## config.mk

```make
export PLATFORM = sky130hd
export DESIGN_NAME = hazard_scoreboard
export DESIGN_NICKNAME = d
export VERILOG_FILES = /design/src/rtl/hazard_pkg.sv /design/src/rtl/sb_entry.sv /design/src/rtl/hazard_scoreboard.sv
export SDC_FILE = /design/constraint.sdc
export NUM_CORES = 1
export LEC_CHECK = 0
export BUFFER_PORTS_ARGS = -buffer_cell sky130_fd_sc_hd__buf_2
export CAP_MARGIN = 5
export CELL_PAD_IN_SITES_DETAIL_PLACEMENT = 1
export CELL_PAD_IN_SITES_GLOBAL_PLACEMENT = 2
export CORE_MARGIN = 10
export CORE_UTILIZATION = 34
export DETAILED_ROUTE_END_ITERATION = 8
export PLACE_DENSITY = 0.81
export SETUP_SLACK_MARGIN = 0.4
export SYNTH_ARGS = -nofsm -noshare
export SYNTH_HDL_FRONTEND = slang
export SYNTH_SLANG_ARGS = --single-unit
```

## constraint.sdc

```tcl
create_clock -name clk -period 7.5 [get_ports clk]
set_clock_uncertainty 0.05 [all_clocks]
set_input_delay 0.375 -clock clk [delete_from_list [all_inputs] [get_ports clk]]
set_output_delay 0.375 -clock clk [all_outputs]
set_load 0.005 [all_outputs]
```

## src/rtl/hazard_pkg.sv

```systemverilog
// Shared constants and types for the hazard scoreboard.
package hazard_pkg;

  localparam int REG_ADDR_W = 5;
  localparam int LAT_W      = 3;

  // Producer latency classes; LAT_INF marks a variable-latency producer that
  // is retired only by a writeback handshake.
  typedef enum logic [LAT_W-1:0] {
    LAT_FWD  = 3'd0,
    LAT_LOAD = 3'd1,
    LAT_INF  = 3'd7
  } lat_class_e;

  // Pipeline stall/flush controls in one bundle.
  typedef struct packed {
    logic stall_if;
    logic stall_id;
    logic flush_if;
    logic flush_id;
    logic flush_ex;
  } hazard_ctrl_t;

endpackage

```

## src/rtl/sb_entry.sv

```systemverilog
// One scoreboard entry: pending bit, latency countdown and a sticky flag for
// writebacks that do not match a pending variable-latency producer.
module sb_entry #(
  parameter int LAT_W   = 3,
  parameter int LAT_INF = 2**LAT_W-1
) (
  input  logic             clk,
  input  logic             rst_n,
  input  logic             issue_hit,   // issuing instruction writes this register
  input  logic [LAT_W-1:0] set_lat,     // latency of that instruction
  input  logic             wb_hit,      // writeback addresses this register
  output logic             pending,
  output logic [LAT_W-1:0] cnt,
  output logic             err
);

  localparam logic [LAT_W-1:0] CNT_INF = LAT_W'(LAT_INF);

  logic             pending_d, pending_q;
  logic [LAT_W-1:0] cnt_d, cnt_q;
  logic             err_d, err_q;
  logic             inf_pending;

  assign inf_pending = pending_q && (cnt_q == CNT_INF);

  // Next-state: issue reloads, else writeback retires, else countdown.
  always_comb begin
    // NOTE: defaults first so every path assigns every signal; otherwise a latch is inferred.
    pending_d = pending_q;
    cnt_d     = cnt_q;
    err_d     = err_q;

    if (wb_hit && !inf_pending) begin
      err_d = 1'b1;
    end

    if (issue_hit) begin
      if (set_lat != '0) begin
        pending_d = 1'b1;
        cnt_d     = set_lat;
      end else begin
        // Forwardable result supersedes any older entry.
        pending_d = 1'b0;
        cnt_d     = '0;
      end
    end else if (wb_hit && inf_pending) begin
      pending_d = 1'b0;
      cnt_d     = '0;
    end else if (pending_q && (cnt_q != CNT_INF)) begin
      cnt_d = cnt_q - 1'b1;
      if (cnt_q == LAT_W'(1)) begin
        pending_d = 1'b0;
      end
    end
  end

  // State register with asynchronous clear.
  always_ff @(posedge clk or negedge rst_n) begin
    // NOTE: every flop here is control state, so all are reset; non-blocking assignments keep edge semantics.
    if (!rst_n) begin
      pending_q <= 1'b0;
      cnt_q     <= '0;
      err_q     <= 1'b0;
    end else begin
      pending_q <= pending_d;
      cnt_q     <= cnt_d;
      err_q     <= err_d;
    end
  end

  assign pending = pending_q;
  assign cnt     = cnt_q;
  assign err     = err_q;

`ifndef SYNTHESIS
  a_no_zero_cnt_pending: assert property (@(posedge clk) disable iff (!rst_n)
    !(pending_q && (cnt_q == '0)));
`endif

endmodule

```

## src/rtl/hazard_scoreboard.sv

```systemverilog
// ID/EX hazard scoreboard: tracks in-flight register writes, stalls ID on RAW
// and WAW-against-variable-latency, and lets EX redirects override stalls.
module hazard_scoreboard
  import hazard_pkg::hazard_ctrl_t;
#(
  parameter int NUM_REGS   = 32,
  parameter int REG_ADDR_W = 5,
  parameter int NUM_SRC    = 2,
  parameter int LAT_W      = 3,
  parameter int LAT_INF    = 2**LAT_W-1
) (
  input  logic                          clk,
  input  logic                          rst_n,
  input  logic                          id_valid,
  input  logic [NUM_SRC*REG_ADDR_W-1:0] id_rs_addr,
  input  logic [NUM_SRC-1:0]            id_rs_used,
  input  logic [REG_ADDR_W-1:0]         id_rd_addr,
  input  logic                          id_reg_write,
  input  logic [LAT_W-1:0]              id_latency,
  input  logic                          ex_redirect,
  input  logic                          wb_valid,
  input  logic [REG_ADDR_W-1:0]         wb_rd_addr,
  output logic                          stall_if,
  output logic                          stall_id,
  output logic                          flush_if,
  output logic                          flush_id,
  output logic                          flush_ex,
  output logic [NUM_REGS-1:0]           pending_mask,
  output logic                          err_spurious_wb
);

  localparam logic [LAT_W-1:0] CNT_INF = LAT_W'(LAT_INF);

  logic [NUM_REGS-1:0] pend;
  logic [LAT_W-1:0]    cnt [NUM_REGS];
  logic [NUM_REGS-1:0] err_vec;

  logic                  raw, waw, hazard, issue;
  logic [REG_ADDR_W-1:0] rs;
  hazard_ctrl_t          ctrl;

  // x0 is never tracked.
  assign pend[0]    = 1'b0;
  assign cnt[0]     = '0;
  assign err_vec[0] = 1'b0;

  // Hazard compare of ID operands against the pending entries.
  always_comb begin
    raw = 1'b0;
    rs  = '0;
    for (int i = 0; i < NUM_SRC; i++) begin
      rs = id_rs_addr[i*REG_ADDR_W +: REG_ADDR_W];
      if (id_rs_used[i] && (rs != '0) && pend[rs]) begin
        raw = 1'b1;
      end
    end
    // A younger variable-latency write must wait, or the older writeback would clear it.
    waw    = id_reg_write && (id_rd_addr != '0) && pend[id_rd_addr] &&
             (cnt[id_rd_addr] == CNT_INF);
    hazard = id_valid && (raw || waw);
  end

  // Priority: redirect flushes and suppresses stalls; otherwise hazards stall.
  always_comb begin
    ctrl = '0;
    if (ex_redirect) begin
      ctrl.flush_if = 1'b1;
      ctrl.flush_id = 1'b1;
      ctrl.flush_ex = 1'b1;
    end else if (hazard) begin
      ctrl.stall_if = 1'b1;
      ctrl.stall_id = 1'b1;
      ctrl.flush_ex = 1'b1;
    end
  end

  assign issue = id_valid && !ctrl.stall_id && !ctrl.flush_id;

  for (genvar r = 1; r < NUM_REGS; r++) begin : g_entry
    sb_entry #(
      .LAT_W   (LAT_W),
      .LAT_INF (LAT_INF)
    ) u_entry (
      .clk       (clk),
      .rst_n     (rst_n),
      .issue_hit (issue && id_reg_write && (id_rd_addr == REG_ADDR_W'(r))),
      .set_lat   (id_latency),
      .wb_hit    (wb_valid && (wb_rd_addr == REG_ADDR_W'(r))),
      .pending   (pend[r]),
      .cnt       (cnt[r]),
      .err       (err_vec[r])
    );
  end

  // Combinational controls are held low while reset is asserted.
  assign stall_if        = ctrl.stall_if && rst_n;
  assign stall_id        = ctrl.stall_id && rst_n;
  assign flush_if        = ctrl.flush_if && rst_n;
  assign flush_id        = ctrl.flush_id && rst_n;
  assign flush_ex        = ctrl.flush_ex && rst_n;
  assign pending_mask    = pend;
  assign err_spurious_wb = |err_vec;

`ifndef SYNTHESIS
  a_no_stall_and_flush: assert property (@(posedge clk) disable iff (!rst_n)
    !(stall_if && flush_if) && !(stall_id && flush_id));
  a_x0_never_pending: assert property (@(posedge clk) pending_mask[0] == 1'b0);
`endif

endmodule

```

==> results of run 1 <==
==> state kept, by name, indices dropped and copies added, names as in the netlist <==
register	count
g_entry.u_entry.cnt	93
g_entry.u_entry.err	31
g_entry.u_entry.pending	31
==> cell families after synthesis <==
group / Yosys count / synth area share [%]
AOI/OAI and AO/OA: 330 / 20.4
adders and majority gates: 93 / 9.01
buffers and inverters: 193 / 7.62
DFF: 155 / 30.0
muxes: 179 / 17.6
other: 1 / 0.0290
and+or+nand+nor: 436 / 15.3
==> power by group through the flow <==
| stage | Combinational, uW | Clock [uW] | Sequential [uW] |
|---|---|---|---|
| final | 1770 | 976 | 1700 |
| after CTS | 1790 | 991 | 1690 |
| after global routing | 2030 | 1030 | 1760 |
| after global placement | 1700 | 0 | 1690 |
| after floorplan | 1450 | 0 | 1460 |
| after detailed placement | 1770 | 0 | 1700 |
==> through the flow <==
step                      worst slack, ns  hold WS (ns)  power (uW)
after global placement               3.21         0.299        3390
final                                3.11         0.378        4440
after detailed placement             3.10         0.308        3470
after global routing                 2.88         0.404        4820
after floorplan                      4.31        0.0294        2920
after CTS                            3.09         0.345        4470
==> worst register-to-register path: cells and delay by family (launching register included) <==
kind                   cells  cell delay (ns)
AO/OA/AOI/OAI              4             1.49
multiplexers               2             0.94
AND/OR/NAND/NOR            1             0.24
flip-flops                 1             0.52
buffers and inverters      1             0.34
==> per-layer routing <==
layer  part of all wire (%)  wire [um]
met5                  0.025         11
met4                    2.8       1220
met3                    5.0       2160
met2                     47      20400
met1                     45      19700
==> worst paths after layout <==
path                                             start                          to  slack, ns
setup reg to reg           g_entry[22].u_entry.pending  g_entry[17].u_entry.cnt[2]       3.81
hold reg to reg                g_entry[22].u_entry.err     g_entry[22].u_entry.err       0.40
setup / recovery                         id_rd_addr[1]                    stall_if       3.11
hold / removal                           wb_rd_addr[3]      g_entry[2].u_entry.err       0.38
min in group asynchronous                        rst_n  g_entry[15].u_entry.cnt[1]       0.39
max in group asynchronous                        rst_n  g_entry[29].u_entry.cnt[2]       4.96
==> cells in the mapped netlist, drive strengths merged, types with 16 or more instances <==
master / n / area share [%]
a21o: 27 / 1.6
inv: 77 / 2.2
nand2b: 28 / 1.4
dfrtp: 155 / 30
o211ai: 23 / 1.3
o21ai: 155 / 6.0
nor2b: 16 / 0.77
o311ai: 21 / 1.4
mux2: 99 / 9.5
a2111oi: 28 / 4.9
o221ai: 20 / 1.4
buf: 63 / 3.8
mux2i: 61 / 4.7
ha: 93 / 9.0
nand3: 57 / 2.2
nor2: 43 / 1.3
clkbuf: 53 / 1.5
mux4: 19 / 3.3
nand2: 239 / 6.9
a21oi: 23 / 1.7
==> timing repair <==
action                     CTS  global route
setup endpoints to repair    0             0
hold buffers                 1             0
hold endpoints to repair    43             0
==> layout make-up <==
class	instances	area (um2)
tap	511	639
inverter	77	289
clock buffer	19	433
timing repair buffer	81	449
sequential	155	3880
clock inverter	12	198
antenna	2	5.00
multi-input combinational	1039	8080
fill	4357	23600
==> results.py, run 1 <==
metrics = {
    "status": {
        "status": "finished, final reports clean",
    },
    "power_and_ir_drop": {
        "powerDensity_nw_per_um2": 318,
        "swShare_pct": 42.3,
        "pwr-share-clk_pct": 22.0,
        "seq_power_share_pct": 38.2,
        "leakage_uw": 0.00582,
        "intPower_uw": 2570,
        "power_frac_comb_pct": 39.9,
        "p_sw_uw": 1880,
        "ir_drop_mv": 0.139,
    },
    "critical_path": {
        "worst-path-stages": 10,
        "worstSetupStartpointType": "input port",
        "reg2reg_depth": 8,
        "crit_type": "in2out",
        "path_max_fanout": 62,
        "crit_family": "buffers and inverters",
        "crit_path_top_delay_cell": "buf_4",
        "cp_data_arrival_time_ns": 3.97,
        "cp_num_buf_inv": 4,
        "critPathCaptureType": "output port",
        "max_stage_delay_ns": 0.79,
        "path_cells": "buf_2 > buf_4 > and2b_1 > a221oi_1 > or4_4 > o41ai_4 > buf_4 > a211oi_1 > nor2_1 > buf_2",
        "worstPathRequired_ns": 7.07,
    },
    "flow_run": {
        "drv_cap": 0,
    },
    "timing": {
        "finalCritPeriodShare_pct": 58.6,
        "fin_setup_tns_ns": 0,
        "clock.fmax_ghz": 0.228,
        "rsz0062_at_grt": "false",
        "slew_violations": 0,
        "finalSetupViolCount": 0,
        "tightestPinTransition_ns": 1.20,
        "hold_viol": 0,
        "min_period_ns": 4.39,
        "max-slew-margin-rel_pct": 20.0,
    },
    "min_path": {
        "timing.hold.worst.class": "in2reg",
        "holdPathStages": 3,
    },
    "grt": {
        "grt_max_degree": 76,
        "grt_usage_pct": 18.8,
        "use_met3_pct": 3.69,
        "grt_pass1_vias": 11400,
        "met2_usage_pct": 30.0,
        "top_usage_layer": "met2",
        "grt.overflow.total": 0,
        "grt_pass1_wl_mm": 68.7,
        "grt_use_met1_pct": 24.5,
        "antenna_found_initial": 4,
    },
    "floorplanning": {
        "chipWidth_um": 215,
        "die_h_um": 215,
        "ioPinCount": 69,
        "initial_core_util_pct": 34.4,
        "core_um2": 37600,
        "rows": 71,
        "die-area_um2": 46200,
    },
    "synth": {
        "synthArstFlopShare_pct": 100,
        "yosys_warnings": 0,
        "mappedNetlistArea_um2": 12900,
        "avgSynthCellArea_um2": 9.31,
        "synth_edf_count": 0,
        "yosysUniqueCellTypes": 63,
        "synthCells": 1387,
        "syn_nets": 1511,
        "synth_top_flop_cell": "dfrtp_1",
        "ys_ff_latch": 155,
        "seq_area_frac_synth_pct": 30.0,
    },
    "layout": {
        "drive_gt1_share_pct": 19.4,
        "final_cell_mix": "239 x nand2_1, 155 x dfrtp_1, 152 x o21ai_0",
        "nets": 1495,
        "final_util_pct": 37.2,
        "fin_cells": 1896,
        "design_area_um2": 14000,
        "area_delta_synth_final_pct": 8.14,
        "layout_commonest_cell": "nand2_1",
    },
    "clock_network": {
        "clk_latency_ns": 0.45,
        "cts_max_path_buffers": 2,
        "post_cts_buffers": 0,
        "path_clk_slew_ns": 0.07,
        "cts_sinks": 155,
        "htree_levels": 4,
        "ctsResizeCount": 0,
        "numCtsBuffers": 17,
        "cts-root-buf": "clkbuf_16",
        "cts_tree": "yes",
    },
    "place": {
        "place_area_um2": 13300,
        "gp_congestion": 0.883,
        "port_buffers": 67,
        "dp_cells": 1862,
        "dp.final_hpwl_mm": 30.9,
    },
    "detailed_routing": {
        "vias_per_cell": 5.66,
        "drc": 0,
        "vias": 10700,
        "drt_iter0_drc": 726,
        "avgRoutedWirePerCell_um": 22.9,
        "antenna_left": 0,
        "first_pass_iters": 5,
        "wirelength_mm": 43.5,
    },
}
(Power assumes the default switching activity.)
==> inputs of run 2 (changes only) <==
==> constraint.sdc (replaced) <==
create_clock -name clk -period 4.5 [get_ports clk]
set_clock_uncertainty 0.05 [all_clocks]
set_input_delay 0.225 -clock clk [delete_from_list [all_inputs] [get_ports clk]]
set_output_delay 0.225 -clock clk [all_outputs]
set_load 0.005 [all_outputs]
==> run 2 against run 1 <==
Net effect:
- critical path depth is the same
- die area is the same
- wire length grew 1.0%
- via count grew 0.30%
- design area grew 0.70%
- utilization grew 0.26 points
- clock power grew 54%
- global-route usage grew 0.15 points
- largest power group unchanged
==> results.py, run 2 (synthesis gave the netlist of run 1 again) <==
metrics = {
    "status": {
        "status": "finished, final reports clean",
    },
    "grt": {
        "grt.overflow.total": 0,
        "grt_pass1_vias": 11200,
        "grt_pass1_wl_mm": 68.5,
        "antenna_found_initial": 2,
        "grt_usage_pct": 19.0,
        "grt_max_degree": 89,
    },
    "clock_network": {
        "cts_sinks": 155,
        "path_clk_slew_ns": 0.07,
        "cts-root-buf": "clkbuf_16",
        "cts_tree": "yes",
        "clk_latency_ns": 0.45,
        "htree_levels": 4,
        "ctsResizeCount": 0,
        "cts_max_path_buffers": 2,
        "numCtsBuffers": 17,
    },
    "timing": {
        "fin_setup_tns_ns": 0,
        "finalSetupViolCount": 0,
        "hold_viol": 0,
        "hold_ws_ns": 0.156,
        "rsz0062_at_grt": "false",
        "fin_ws_ns": 0.691,
        "clock.fmax_ghz": 0.263,
        "slew_violations": 0,
        "min_period_ns": 3.81,
        "max-slew-margin-rel_pct": 32.1,
        "finalCritPeriodShare_pct": 84.6,
        "tightestPinTransition_ns": 1.02,
    },
    "detailed_routing": {
        "drt_iter0_drc": 790,
        "m1WireLength_mm": 19.9,
        "routed-wl-met2_mm": 20.8,
        "drc": 0,
        "first_pass_iters": 5,
        "met3_length_mm": 2.42,
        "avgRoutedWirePerCell_um": 23.0,
        "antenna_left": 0,
        "vias_per_cell": 5.63,
        "top_layer": "met5",
        "vias": 10800,
        "wirelength_mm": 43.9,
    },
    "place": {
        "gp_congestion": 0.858,
        "place_area_um2": 13400,
        "dp_cells": 1871,
        "port_buffers": 67,
        "dp.final_hpwl_mm": 32.2,
        "place_ws_ns": 0.693,
    },
    "min_path": {
        "hp-start": "id_latency[1]",
        "hold_end": "g_entry[13].u_entry.pending",
        "holdPathStages": 3,
        "timing.hold.worst.class": "in2reg",
    },
    "layout": {
        "final_cell_mix": "239 x nand2_1, 155 x dfrtp_1, 152 x o21ai_0",
        "fin_cells": 1912,
        "layout_commonest_cell": "nand2_1",
        "design_area_um2": 14100,
        "area_delta_synth_final_pct": 8.89,
        "drive_gt1_share_pct": 20.3,
        "nets": 1511,
        "largest_reg_flops": 93,
    },
    "critical_path": {
        "r2r_start": "g_entry[16].u_entry.pending",
        "crit_type": "in2out",
        "worstPathRequired_ns": 4.22,
        "path_cells": "buf_2 > buf_4 > and2b_1 > a221oi_1 > or4_4 > o41ai_4 > buf_12 > a211oi_1 > nor2_1 > buf_2",
        "worstSetupStartpointType": "input port",
        "critPathCaptureType": "output port",
        "crit_path_top_delay_cell": "buf_2",
        "cp_num_buf_inv": 4,
        "reg2reg_depth": 9,
        "crit_family": "buffers and inverters",
        "rrSetupSlack_ns": 0.85,
        "r2r_end": "g_entry[30].u_entry.cnt[2]",
        "max_stage_delay_ns": 0.65,
        "worst_path_most_repeated_cell": "buf_2",
        "path_max_fanout": 34,
        "cp_data_arrival_time_ns": 3.53,
    },
    "power_and_ir_drop": {
        "ir_drop_mv": 0.223,
        "powerDensity_nw_per_um2": 524,
        "leakage_uw": 0.00589,
    },
    "floorplanning": {
        "initial_core_util_pct": 34.4,
        "die_h_um": 215,
        "chipWidth_um": 215,
        "die-area_um2": 46200,
        "rows": 71,
        "ioPinCount": 69,
        "core_um2": 37600,
    },
    "flow_run": {
        "drv_cap": 0,
    },
}
## run 2: changes by cell type in the layout (fill, tap and decap cells not counted), sizes merged
cell	delta
buf	+16
bufinv	-2
clkinv	+1
clkinvlp	+1
## run 2: cell type report
cell class	count	area, um2
Antenna cell	2	5.00
Clock buffer	19	433
Clock inverter	12	150
Fill cell	4359	23500
Inverter	77	289
Multi-Input combinational cell	1039	8080
Sequential cell	155	3880
Tap cell	511	639
Timing Repair Buffer	97	594
## run 2: where the power goes
| group | leakage [uW] | switching, uW | total [uW] | internal [uW] |
|---|---|---|---|---|
| Combinational | 0.00376 | 1620 | 3020 | 1390 |
| Clock | 0.000279 | 637 | 1500 | 866 |
| Sequential | 0.00185 | 913 | 2850 | 1930 |
| Total | 0.00589 | 3170 | 7370 | 4190 |
## run 2: how the worst max path moves through the flow
stage	start	to	slack [ns]	cells after the start
floorplan	g_entry[17].u_entry.pending	g_entry[10].u_entry.cnt[0]	1.59	9
global route	id_rd_addr[1]	flush_ex	0.57	10
detailed placement	id_rd_addr[1]	stall_if	0.69	10
finish	id_rd_addr[1]	stall_if	0.69	10
CTS	g_entry[7].u_entry.pending	stall_if	0.58	8
global placement	id_rs_addr[0]	g_entry[30].u_entry.cnt[2]	0.78	9
## run 2: metrics by stage
stage,power [uW],util (%)
final,7370,37.4
after global routing,7990,37.4
after CTS,7390,37.3
after global placement,5690,35.7
after floorplan,4860,-
after detailed placement,5840,35.7
## run 2: timing repair
item / in CTS / in global routing
hold endpoints to repair: 67 / 0
buffers inserted: 1 / 6
endpoints found under the setup margin: 3 / 3
pin swaps: 1 / 1
hold buffers: 1 / 0
## run 2: routing by layer
metal	global-route usage, %	vias to the layer above
met5	0	-
met4	5.48	2
met3	3.69	57
met2	30.6	238
met1	25.2	5549
li1	-	4922
## run 2: worst min-delay path: stages
cell and delay (ns):
buf_2 0.18, nor3_2 0.08, mux2i_1 0.12
